`src/rtl/lane_traffic_pkg.sv`:
```
// Shared limits and the per-lane step period calculation for the lane traffic generator.
// Periods are clamped in a wide signed domain so a high level can never wrap the counter.
package lane_traffic_pkg;

  localparam logic [3:0] LEVEL_MIN = 4'd1;
  localparam logic [3:0] LEVEL_MAX = 4'd15;

  function automatic logic [31:0] lane_period(
    input logic [31:0] base,
    input logic [31:0] stagger,
    input logic [31:0] lstep,
    input logic [31:0] minp,
    input logic [3:0]  lane,
    input logic [3:0]  level
  );
    logic [3:0]         l;
    logic signed [39:0] v;
    l = (level < LEVEL_MIN) ? LEVEL_MIN : level;
    v = $signed({8'd0, base})
      - $signed({36'd0, lane}) * $signed({8'd0, stagger})
      - $signed({36'd0, 4'(l - LEVEL_MIN)}) * $signed({8'd0, lstep});
    if (v < $signed({8'd0, minp})) v = $signed({8'd0, minp});
    return v[31:0];
  endfunction

endpackage

```
`src/rtl/lane_traffic_mover.sv`:
```
// One lane: a down-counter that paces the car and a wrapping position register.
// The live level only affects the value loaded at the next reload.
module lane_mover
  import lane_traffic_pkg::*;
#(
  parameter int                GRID_W       = 20,
  parameter int                X_W          = 5,
  parameter int                CNT_W        = 24,
  parameter bit                DIR          = 1'b1,
  parameter logic [X_W-1:0]    INIT         = '0,
  parameter int                LANE_IDX     = 0,
  parameter logic [CNT_W-1:0]  BASE_PERIOD  = 24'd6_000_000,
  parameter logic [CNT_W-1:0]  LANE_STAGGER = 24'd400_000,
  parameter logic [CNT_W-1:0]  LEVEL_STEP   = 24'd300_000,
  parameter logic [CNT_W-1:0]  MIN_PERIOD   = 24'd500_000
) (
  input  logic           i_Clk,
  input  logic           i_Rst_n,
  input  logic           i_Enable,
  input  logic           i_Restart,
  input  logic [3:0]     i_Level,
  output logic [X_W-1:0] o_X,
  output logic           o_Step
);

  localparam logic [CNT_W-1:0] P_LVL1 = CNT_W'(lane_period(32'(BASE_PERIOD), 32'(LANE_STAGGER),
                                        32'(LEVEL_STEP), 32'(MIN_PERIOD), 4'(LANE_IDX), LEVEL_MIN));

  logic [CNT_W-1:0] r_Cnt;
  logic [X_W-1:0]   r_X;
  logic             r_Step;
  logic [CNT_W-1:0] w_period;
  logic [X_W-1:0]   w_x_next;

  assign w_period = CNT_W'(lane_period(32'(BASE_PERIOD), 32'(LANE_STAGGER),
                    32'(LEVEL_STEP), 32'(MIN_PERIOD), 4'(LANE_IDX), i_Level));

  always_comb begin
    w_x_next = r_X;
    if (DIR) begin
      w_x_next = (r_X == X_W'(GRID_W - 1)) ? '0 : r_X + X_W'(1);
    end else begin
      w_x_next = (r_X == '0) ? X_W'(GRID_W - 1) : r_X - X_W'(1);
    end
  end

  always_ff @(posedge i_Clk or negedge i_Rst_n) begin
    if (!i_Rst_n) begin
      r_Cnt  <= P_LVL1 - CNT_W'(1);
      r_X    <= INIT;
      r_Step <= 1'b0;
    end else if (i_Restart) begin
      r_Cnt  <= P_LVL1 - CNT_W'(1);
      r_X    <= INIT;
      r_Step <= 1'b0;
    end else if (i_Enable) begin
      if (r_Cnt == '0) begin
        r_Cnt  <= w_period - CNT_W'(1);
        r_X    <= w_x_next;
        r_Step <= 1'b1;
      end else begin
        r_Cnt  <= r_Cnt - CNT_W'(1);
        r_Step <= 1'b0;
      end
    end else begin
      r_Step <= 1'b0;
    end
  end

  assign o_X    = r_X;
  assign o_Step = r_Step;

endmodule

```
`src/rtl/lane_traffic.sv`:
```
// Multi-lane car generator: one lane_mover per lane plus the registered player-collision flag.
// Lane indices at or beyond NUM_LANES never match, so they can never report a hit.
module lane_traffic
  import lane_traffic_pkg::*;
#(
  parameter int                          NUM_LANES    = 4,
  parameter int                          GRID_W       = 20,
  parameter int                          X_W          = 5,
  parameter int                          CNT_W        = 24,
  parameter logic [NUM_LANES-1:0]        LANE_DIR     = 4'b0101,
  parameter logic [NUM_LANES*X_W-1:0]    INIT_X       = {5'd0, 5'd7, 5'd0, 5'd12},
  parameter logic [CNT_W-1:0]            BASE_PERIOD  = 24'd6_000_000,
  parameter logic [CNT_W-1:0]            LANE_STAGGER = 24'd400_000,
  parameter logic [CNT_W-1:0]            LEVEL_STEP   = 24'd300_000,
  parameter logic [CNT_W-1:0]            MIN_PERIOD   = 24'd500_000
) (
  input  logic                     i_Clk,
  input  logic                     i_Rst_n,
  input  logic                     i_Enable,
  input  logic                     i_Restart,
  input  logic [3:0]               i_Level,
  input  logic [X_W-1:0]           i_Player_x,
  input  logic [2:0]               i_Player_lane,
  input  logic                     i_Player_on_road,
  output logic [NUM_LANES*X_W-1:0] o_Car_x,
  output logic [NUM_LANES-1:0]     o_Step,
  output logic                     o_Hit
);

  logic [X_W-1:0]       w_car_x [NUM_LANES];
  logic [NUM_LANES-1:0] w_match;
  logic                 r_Hit;

  for (genvar gi = 0; gi < NUM_LANES; gi++) begin : g_lane
    lane_mover #(
      .GRID_W      (GRID_W),
      .X_W         (X_W),
      .CNT_W       (CNT_W),
      .DIR         (LANE_DIR[gi]),
      .INIT        (INIT_X[gi*X_W +: X_W]),
      .LANE_IDX    (gi),
      .BASE_PERIOD (BASE_PERIOD),
      .LANE_STAGGER(LANE_STAGGER),
      .LEVEL_STEP  (LEVEL_STEP),
      .MIN_PERIOD  (MIN_PERIOD)
    ) u_lane (
      .i_Clk    (i_Clk),
      .i_Rst_n  (i_Rst_n),
      .i_Enable (i_Enable),
      .i_Restart(i_Restart),
      .i_Level  (i_Level),
      .o_X      (w_car_x[gi]),
      .o_Step   (o_Step[gi])
    );

    assign o_Car_x[gi*X_W +: X_W] = w_car_x[gi];
    assign w_match[gi] = i_Player_on_road && (i_Player_lane == 3'(gi)) &&
                         (w_car_x[gi] == i_Player_x);
  end

  always_ff @(posedge i_Clk or negedge i_Rst_n) begin
    if (!i_Rst_n) r_Hit <= 1'b0;
    else          r_Hit <= |w_match;
  end

  assign o_Hit = r_Hit;

endmodule
```
`config.mk`:
```
export PLATFORM = sky130hd
export DESIGN_NAME = lane_traffic
export DESIGN_NICKNAME = d
export VERILOG_FILES = /design/src/rtl/lane_traffic_pkg.sv /design/src/rtl/lane_traffic_mover.sv /design/src/rtl/lane_traffic.sv
export SDC_FILE = /design/constraint.sdc
export NUM_CORES = 1
export LEC_CHECK = 0
export ABC_AREA = 0
export BUFFER_PORTS_ARGS = -buffer_cell sky130_fd_sc_hd__buf_4
export CAP_MARGIN = 5
export CORE_MARGIN = 8
export CORE_UTILIZATION = 35
export CTS_CLUSTER_SIZE = 30
export DETAILED_ROUTE_END_ITERATION = 7
export SYNTH_ARGS = -nofsm -noshare
export SYNTH_HDL_FRONTEND = slang
export SYNTH_HIERARCHICAL = 1
export SYNTH_SLANG_ARGS = --single-unit
```
`constraint.sdc`:
```
create_clock -name i_Clk -period 9.1 [get_ports i_Clk]
set_input_delay 0.91 -clock i_Clk [delete_from_list [all_inputs] [get_ports i_Clk]]
set_output_delay 0.91 -clock i_Clk [all_outputs]
set_load 0.005 [all_outputs]
```
Word-level counts from Yosys, hierarchy flattened
Index checks and enable logic that the tools add are counted.
{ "totals": {"regBits": 121, "inputBits": 17, "output_inout_bits": 25, "wordCells": 115} }
{ "classes": {"add_sub_neg": 17, "n_mul": 1, "magnitude_cmp": 5, "eq_ne": 9, "mux": 45, "n_reduce_logical": 25} }
{ "op_table": {"columns": ["op", "n"], "rows": [
  ["2-to-1 mux 24 bit", 16],
  ["subtractor 24 x 1 -> 24 bit (second input constant)", 8],
  ["logical NOT 24 bit", 4],
  ["subtractor 23 x 23 -> 24 bit (first input constant)", 4],
  ["less-than comparator 40 x 20 -> 1 bit (second input constant)", 2],
  ["2-to-1 mux 5 bit", 16],
  ["less-than comparator 24 x 20 -> 1 bit (second input constant)", 2],
  ["== test 5 bit", 4],
  ["multiplier 4 x 14 -> 18 bit (second input constant)", 1],
  ["2-to-1 mux 1 bit", 12],
  ["adder 5 x 1 -> 5 bit (second input constant)", 2],
  ["== test 5 bit (second input constant)", 2],
  ["logical NOT 5 bit", 2],
  ["nonzero test 2 bit", 5],
  ["subtractor 5 x 1 -> 5 bit (second input constant)", 2],
  ["logical AND 1 bit", 8],
  ["AND reduction 2 bit", 4],
  ["== test 3 x 2 -> 1 bit (second input constant)", 2],
  ["less-than comparator 4 x 1 -> 1 bit (second input constant)", 1],
  ["2-to-1 mux 4 bit", 1],
  ["OR reduction 4 bit", 1],
  ["subtractor 4 x 1 -> 4 bit (second input constant)", 1],
  ["== test 3 x 1 -> 1 bit (second input constant)", 1],
  ["logical NOT 3 bit", 1]
]} }

Longest topological paths before layout
Gate-level depths: netlist of run 1.
{ "depth": {"word_depth": 11, "mapped_depth": 32} }

Hierarchy
Netlist of run 1, hierarchy kept.
{ "modules_own_cells": {"columns": ["module", "instances", "cells_each", "area_each_um2"], "rows": [
  ["lane_mover (g_lane[1].u_lane)", 1, 464, 3622.2],
  ["lane_mover (g_lane[0].u_lane)", 1, 430, 3504.6],
  ["lane_mover (g_lane[3].u_lane)", 1, 424, 3434.5],
  ["lane_mover (g_lane[2].u_lane)", 1, 398, 3304.4],
  ["lane_traffic", 1, 33, 285.3]
]} }

Least setup slack after synthesis of run 1
Ideal clock, no wire load.
{ "synth_path": {"path_kind": "in2reg", "from": "in i_Level[2]", "to": "reg g_lane[1].u_lane.r_Cnt[22]", "setup_time_ns": 0.082, "arrival_time_ns": 8.676, "required_ns": 9.018, "path_slack_ns": 0.342, "path_stages": 28, "path_cell_list": "nor3_1 -> or2_2 -> inv_2 -> ha_1 -> xor2_2 -> inv_2 -> buf_2 -> fa_1 -> fa_1 -> fa_1 -> a211oi_1 -> o21ai_2 -> xor2_1 -> o211ai_1 -> a221oi_1 -> nor2_1 -> xor2_1 -> nand3_1 -> and3_1 -> ha_1 -> nor3_4 -> a31oi_2 -> or3_1 -> a2111o_1 -> or4_1 -> a2111o_1 -> o311a_1 -> a211o_1"} }
{ "synth_between": {"elab_chain_cells": 11} }
{ "synth_rtl": {"columns": ["item", "line", "source"], "rows": [
  ["start, declared", "lane_traffic.sv:21", "input logic [3:0] i_Level,"],
  ["less-than comparator 4 x 1 -> 1 bit", "lane_traffic_pkg.sv:18", "l = (level < LEVEL_MIN) ? LEVEL_MIN : level;"],
  ["2-to-1 mux 4 bit *", "lane_traffic_pkg.sv:18", null],
  ["subtractor 4 x 1 -> 4 bit *", "lane_traffic_pkg.sv:21", "- $signed({36'd0, 4'(l - LEVEL_MIN)}) * $signed({8'd0, lstep});"],
  ["multiplier 4 x 14 -> 18 bit *", "lane_traffic_pkg.sv:21", null],
  ["subtractor 23 x 23 -> 24 bit *", "lane_traffic_pkg.sv:21", null],
  ["less-than comparator 40 x 20 -> 1 bit", "lane_traffic_pkg.sv:22", "if (v < $signed({8'd0, minp})) v = $signed({8'd0, minp});"],
  ["2-to-1 mux 24 bit *", "lane_traffic_pkg.sv:22", null],
  ["subtractor 24 x 1 -> 24 bit *", "lane_traffic_mover.sv:58", "r_Cnt <= w_period - CNT_W'(1);"],
  ["2-to-1 mux 24 bit *", "lane_traffic_mover.sv:57", "if (r_Cnt == '0) begin"],
  ["2-to-1 mux 24 bit *", "lane_traffic_mover.sv:56", "end else if (i_Enable) begin"],
  ["2-to-1 mux 24 bit *", "lane_traffic_mover.sv:52", "end else if (i_Restart) begin"],
  ["end signal, assigned", "lane_traffic_mover.sv:53", "r_Cnt <= P_LVL1 - CNT_W'(1);"],
  ["end signal, assigned", "lane_traffic_mover.sv:58", null],
  ["end signal, assigned", "lane_traffic_mover.sv:62", "r_Cnt <= r_Cnt - CNT_W'(1);"],
  ["end, declared", "lane_traffic_mover.sv:29", "logic [CNT_W-1:0] r_Cnt;"]
]} }
Every way passes the cells marked *; elsewhere a longest branch is shown, timed or not. The select of a mux whose other input is x is not followed.
A chain may end at the register's enable or synchronous reset.

Worst setup path in the final report of run 1
{ "layout_path": {"from": "in i_Level[1]", "to": "reg g_lane[1].u_lane.r_Cnt[22]"} }
Same word-level chain as after synthesis.

==> out/results.ini, run 1 <==
[synth]
synth_xor_xnor_area_share_pct = 8.134
synthesis.area_per_instance_sq_um = 8.091
synth-seq-area-share_pct = 22.00
ys_top_cells_by_count = sky130_fd_sc_hd__nor2_1 (169), sky130_fd_sc_hd__nand2_1 (157), sky130_fd_sc_hd__a21oi_1 (124)
synth-edff-count = 0
yosys.area.top_type = sky130_fd_sc_hd__dfstp_2
postSynthCellCount = 1749
synthDistinctLibCells = 120
yosysWarnings = 6
post_synth_simple_gate_area_pct = 28.13
synthTopCellsByArea = sky130_fd_sc_hd__dfstp_2 (13%), sky130_fd_sc_hd__dfrtp_1 (9.4%), sky130_fd_sc_hd__ha_1 (8.4%)
postSynthNetCount = 1885
yosys.area_share.adder_pct = 11.79
async_flop_share_pct = 100.0
postSynthRegisterBits = 121
synth_top_family_by_area = simple AND/OR/NAND/NOR gates
netlist.area_leader.share_pct = 12.63
fraction_of_the_mapped_netlist_area_in_compound_gates_pct = 24.58
synth.area.mux_share_pct = 1.176
synth_ff_type = sky130_fd_sc_hd__dfstp_2
synthesis.area_sq_mm = 0.01415
synth.most_common_cell = sky130_fd_sc_hd__nor2_1

[clocking]
cts-root-to-sink-buffers = 2
clkSinkCount = 121
insertion_delay_ns = 0.42
post_cts.resized_instances = 0
cts_tree = done
library_cell_used_as_clock_root_buffer = sky130_fd_sc_hd__clkbuf_16
cts_buffers = 17
clk_pin_slew_ns = 0.06
htree_levels = 4
hold_buffers = 0
post-cts-setup-buffer-count = 0

[global_routing]
first_global_vias = 13240
grt_pass1_wl_mm = 67.07
maximum_number_of_pins_on_one_net_before_global_route_repair = 81
grt.busiest_layer = met2
grt_util_met2_pct = 28.05
grt_antenna_before_repair = 0
groute.layer.met1.usage_pct = 22.34
grt-ovfl-total = 0
gr-usage-all-layers_pct = 16.80
gr-usage-met3_pct = 2.497

[worst_setup_path]
r2r-end = g_lane[1].u_lane/r_Cnt[22]
cp_data_required_time_ns = 9.44
regToRegSetupSlack_ns = 5.30
path_common_cell = sky130_fd_sc_hd__fa_1
setup.worst_path.start_class = input pin
crit_type = input pin to register
r2r_start = g_lane[1].u_lane/r_Cnt[21]
worstPathArrival_ns = 8.90
r2r_cells = 10
critPathSlowestCell = sky130_fd_sc_hd__fa_1
crit_path_max_fanout = 13
critical_path.max_stage_delay_ns = 0.56
setup.worst_path.end_class = register

[pwr]
vdd_ir_drop_max_v = 0.0001357
leakagePower_nw = 6.331
power_density_mw_per_mm2 = 179.6

[timing]
maxClockFrequency_mhz = 116.8
finClkSkew_ns = 0.01067
finalHoldViolCount = 0
slew-limit-headroom_pct = 33.58
timing.setup.tns_ns = 0
final-setup-viol-count = 0
worst_slew_pin_slew_ns = 0.9964
maxSlewViolCount = 0
layout_min_cycle_time_ns = 8.560
final_min_period_over_clock_period_pct = 94.06
final_layout_worst_hold_slack_ns = 0.4623
rsz_0062_raised_after_global_routing = false
final.setup.worst_slack_ns = 0.5402

[floorplanning]
fp.dieArea_sq_mm = 0.04712
die-width_microns = 217.1
fp.coreArea_sq_mm = 0.03982
height_of_the_die_microns = 217.1
rows = 73
top_level_ports = 42
starting_density_of_the_core_pct = 35.53

[routing]
post_drt_wl_per_cell_microns = 17.07
detail_route.first_pass.iterations = 5
detail-route-antenna-nets = 0
detail_route.drc_violations = 0
via_total_after_detailed_routing = 13460
detail_route.wirelength_mm = 39.81
avgViaCountPerCell = 5.773
drtIter0Drc = 756

[min_path]
min_from = g_lane[3].u_lane/r_Cnt[5]
worstHoldEndpoint = g_lane[3].u_lane/r_Cnt[5]
hold_class = register to register
hold_path_depth = 2

[place]
place_ws_ns = 0.1402
placed_cell_area_sq_mm = 0.01520
dpl.hpwl_mm = 29.89
gp_congestion = 0.8901
placement.io_buffers = 41
dp_cells = 2300

[job]
maximum_capacitance_violations = 0

[finish]
synthToLayoutAreaGrowth_pct = 12.08
stdcell_count = 2332
nNetsFinal = 1930
post_route_cell_area_sq_mm = 0.01586
final_layout_size_suffix_gt1_share_pct = 16.44
antenna_cells_inserted = 0

[run_status]
run_status = finished clean

-- through the flow --
stage | total power [mW] | utilization, %
4_1_cts | 2.846 | 39.79
5_1_grt | 3.059 | 39.83
3_3_place_gp | 2.039 | 38.16
6_report | 2.849 | 39.83
2_1_floorplan | 1.722 | -
3_5_place_dp | 2.064 | 38.16
-- layer usage --
metal  up-vias  wire (microns)
li1       6583               -
met1      6545           18810
met2       279           18560
met3        55            1612
met4         0             829
met5         -               0
-- cell usage in the layout (no fill, tap or decap), types with 11 or more instances in the layout --
| master | count |
|---|---|
| sky130_fd_sc_hd__nor2_1 | 169 |
| sky130_fd_sc_hd__nand2_1 | 157 |
| sky130_fd_sc_hd__a21oi_1 | 123 |
| sky130_fd_sc_hd__ha_1 | 95 |
| sky130_fd_sc_hd__buf_4 | 90 |
| sky130_fd_sc_hd__inv_1 | 77 |
| sky130_fd_sc_hd__nor3_1 | 77 |
| sky130_fd_sc_hd__o21ai_0 | 72 |
| sky130_fd_sc_hd__dfstp_2 | 68 |
| sky130_fd_sc_hd__xnor2_1 | 67 |
| sky130_fd_sc_hd__nand3_1 | 54 |
| sky130_fd_sc_hd__dfrtp_1 | 53 |
| sky130_fd_sc_hd__xor2_1 | 50 |
| sky130_fd_sc_hd__nor4_1 | 35 |
| sky130_fd_sc_hd__nand2b_1 | 29 |
| sky130_fd_sc_hd__a21o_1 | 25 |
| sky130_fd_sc_hd__a31oi_1 | 25 |
| sky130_fd_sc_hd__nand4_1 | 24 |
| sky130_fd_sc_hd__a211oi_1 | 24 |
| sky130_fd_sc_hd__fa_1 | 24 |
| sky130_fd_sc_hd__or2_2 | 19 |
| sky130_fd_sc_hd__clkbuf_16 | 17 |
| sky130_fd_sc_hd__nor2b_1 | 16 |
| sky130_fd_sc_hd__and2_1 | 16 |
| sky130_fd_sc_hd__a211o_1 | 16 |
| sky130_fd_sc_hd__and3_1 | 16 |
| sky130_fd_sc_hd__o211ai_1 | 15 |
| sky130_fd_sc_hd__o21bai_1 | 14 |
| sky130_fd_sc_hd__o22ai_1 | 14 |
| sky130_fd_sc_hd__o31ai_1 | 14 |
| sky130_fd_sc_hd__or3_1 | 14 |
| sky130_fd_sc_hd__nand3b_1 | 12 |
| sky130_fd_sc_hd__mux2i_1 | 11 |
-- cell families (layout without fill, tap and decap cells) --
group | Yosys count | count (layout)
muxes | 15 | 15
adders and majority gates | 119 | 119
buffers and inverters | 145 | 203
AOI/OAI and AO/OA | 492 | 492
and+or+nand+nor | 734 | 734
xor gates and xnor gates | 123 | 123
DFF | 121 | 121
-- cell type report --
class,instances,area (sq um)
fillers,4065,23960
multi-input cells,1483,10460
flip-flops and latches,121,3113
repair buffers,90,675.6
well taps,525,656.9
clock buffers,18,429.2
inverters,81,304.0
clock inverters,14,220.2
-- power breakdown --
part,switching (mW),internal [mW]
registers,0.0114,0.555
logic,0.936,0.582
clock network,0.276,0.490
-- how the worst max path moves through the flow --
stage	start	end	slack (ns)	cells after the start
floorplan	i_Level[2]	g_lane[1].u_lane/r_Cnt[22]	0.34	28
global placement	i_Level[2]	g_lane[3].u_lane/r_Cnt[22]	0.39	27
detailed placement	i_Level[1]	g_lane[1].u_lane/r_Cnt[22]	0.14	31
CTS	i_Level[1]	g_lane[1].u_lane/r_Cnt[22]	0.55	31
global route	i_Level[1]	g_lane[1].u_lane/r_Cnt[22]	0.05	31
finish	i_Level[1]	g_lane[1].u_lane/r_Cnt[22]	0.54	30
-- flip-flops by register name (all words and copies together), names as in the netlist --
name and flops:
g_lane.u_lane/r_Cnt 96, o_Hit 1, g_lane.u_lane/o_X 20, g_lane.u_lane/o_Step 4
-- critical path: cells and delay by family --
family	cells	cell delay, ns
simple gates	7	1.62
fa+ha+maj	5	2.26
xor+xnor	1	0.24
buf+inv	3	0.50
compound gates	14	3.32
(Power assumes the default switching activity.)
==> run 2: changes to the inputs <==
--- a/config.mk
+++ b/config.mk
@@ -12,6 +12,7 @@
 export CORE_UTILIZATION = 35
 export CTS_CLUSTER_SIZE = 30
 export DETAILED_ROUTE_END_ITERATION = 7
+export PLACE_DENSITY = 0.5
 export SYNTH_ARGS = -nofsm -noshare
 export SYNTH_HDL_FRONTEND = slang
 export SYNTH_HIERARCHICAL = 1
==> run 2 against run 1 <==
Power increased by 1.0%. Utilization is 0.12 points higher. Setup slack improved by 0.095 ns. Register-to-register slack is essentially flat. Non-clock buffer count is 4 higher. Cell count is 0.17% higher. Worst hold slack got worse by 0.024 ns. Sequential share of layout area down 0.057 points. Sequential power about the same. Via count fell by 0.31%. Wire length grew 3.5%. Critical path depth stayed put. Highest routed layer unchanged.
==> out/results.ini, run 2 (same netlist as run 1, synthesis figures left out) <==
[clocking]
cts-root-to-sink-buffers = 2
cts_tree = done
insertion_delay_ns = 0.42
clk_pin_slew_ns = 0.06
cts_buffers = 17
clkSinkCount = 121
post-cts-setup-buffer-count = 0
htree_levels = 4
library_cell_used_as_clock_root_buffer = sky130_fd_sc_hd__clkbuf_16

[routing]
post_drt_wl_per_cell_microns = 17.63
via_total_after_detailed_routing = 13420
detail-route-antenna-nets = 0
drtIter0Drc = 771
detail_route.first_pass.iterations = 5
detail_route.wirelength_mm = 41.19
detail_route.drc_violations = 0
avgViaCountPerCell = 5.745

[place]
dpl.hpwl_mm = 31.28
gp_congestion = 0.8735
placement.io_buffers = 41
place_ws_ns = 0.1647

[global_routing]
grt.busiest_layer = met2
grt_util_met2_pct = 28.52
gr-usage-all-layers_pct = 17.50
gr-usage-met3_pct = 2.178
grt-ovfl-total = 0
grt_pass1_wl_mm = 68.85
first_global_vias = 13090
groute.layer.met1.usage_pct = 24.29
grt_antenna_before_repair = 0
maximum_number_of_pins_on_one_net_before_global_route_repair = 74

[timing]
timing.setup.tns_ns = 0
slew-limit-headroom_pct = 41.76
layout_min_cycle_time_ns = 8.465
maxSlewViolCount = 0
final-setup-viol-count = 0
maxClockFrequency_mhz = 118.1
finalHoldViolCount = 0
rsz_0062_raised_after_global_routing = false
final_min_period_over_clock_period_pct = 93.02
worst_slew_pin_slew_ns = 0.8736
finClkSkew_ns = 0.009456
final.setup.worst_slack_ns = 0.6351

[pwr]
power_density_mw_per_mm2 = 181.0
vdd_ir_drop_max_v = 0.0001331
leakagePower_nw = 6.353
power_consumption_mw = 2.879

[run_status]
run_status = finished clean

[finish]
final_cell_mix = sky130_fd_sc_hd__nor2_1 (168), sky130_fd_sc_hd__nand2_1 (157), sky130_fd_sc_hd__a21oi_1 (122), sky130_fd_sc_hd__ha_1 (94), sky130_fd_sc_hd__buf_4 (93)
antenna_cells_inserted = 0
fillCellCount = 4128
regMostFlops = g_lane.u_lane/r_Cnt
ff_latch_area_sq_mm = 0.003113
synthToLayoutAreaGrowth_pct = 12.40
final_util_pct = 39.94
final_layout_size_suffix_gt1_share_pct = 16.79
layout_commonest_cell = sky130_fd_sc_hd__nor2_1
multiInputGateArea_sq_mm = 0.01046
largest_register_ff_count = 96
nNetsFinal = 1934

[worst_setup_path]
setup.worst_path.end_class = register
crit_path_max_fanout = 10
setup.worst_path.start_class = input pin
critPathSlowestCell = sky130_fd_sc_hd__fa_1
cp_data_required_time_ns = 9.45
r2r_cells = 10
worstPathArrival_ns = 8.82
critical_path.max_stage_delay_ns = 0.71
crit_type = input pin to register

[min_path]
hold_class = input pin to asynchronous set/reset pin

[floorplanning]
height_of_the_die_microns = 217.1
rows = 73
fp.dieArea_sq_mm = 0.04712
top_level_ports = 42
fp.coreArea_sq_mm = 0.03982
die-width_microns = 217.1
starting_density_of_the_core_pct = 35.53

[job]
maximum_capacitance_violations = 0

==> run 2: cell types whose count changed in the layout (fill, tap and decap cells not counted), sizes merged <==
cell and delta:
buf +4, inv -3, clkinv +3
==> run 2: metal layers <==
metal  part of all wire [%]  vias up
met2                     46      267
met3                    3.4       44
met5                      0        -
met4                    1.6        0
met1                     49     6495
li1                       -     6614
==> run 2: timing repair <==
item	in CTS	in global routing
hold buffers	0	0
resized for setup	0	5
setup endpoints to repair	0	5
==> run 2: worst max-delay path: cells and delay by family <==
family / cells / cell delay [ns]
compound gates: 7 / 1.67
xor+xnor: 1 / 0.12
fa+ha+maj: 5 / 2.07
buf+inv: 3 / 0.50
simple gates: 14 / 3.57
==> run 2: final cells by class <==
| class | instances | area share, % |
|---|---|---|
| multi-input combinational | 1483 | 65.78 |
| tap | 525 | 4.130 |
| inverter | 81 | 1.911 |
| clock inverter | 14 | 1.384 |
| timing repair buffer | 94 | 4.460 |
| sequential | 121 | 19.57 |
| clock buffer | 18 | 2.761 |
==> run 2: final timing paths <==
path / start / to / slack [ns]
worst min-delay path: i_Rst_n / g_lane[1].u_lane/o_X[4] / 0.44
worst max register to register: g_lane[2].u_lane/r_Cnt[7] / g_lane[2].u_lane/r_Cnt[21] / 5.29
worst max-delay path: i_Level[2] / g_lane[0].u_lane/r_Cnt[20] / 0.64
max in group asynchronous: i_Rst_n / g_lane[0].u_lane/r_Cnt[21] / 7.37
min in group i_Clk: g_lane[3].u_lane/r_Cnt[5] / g_lane[3].u_lane/r_Cnt[5] / 0.47
worst min register to register: g_lane[3].u_lane/r_Cnt[5] / g_lane[3].u_lane/r_Cnt[5] / 0.47
==> run 2: stage by stage <==
step	std cells	cell area (sq um)	hold WS [ns]
after floorplan	1749	14150	0.4404
after global placement	2304	15230	0.4493
after detailed placement	2304	15230	0.4609
after CTS	2336	15890	0.4530
after global routing	2336	15910	0.4777
final	2336	15910	0.4383
==> run 2: where the power goes <==
group          internal, mW  switching, mW
sequential            0.555         0.0113
combinational         0.606          0.938
clock                 0.495          0.274
total                  1.66           1.22
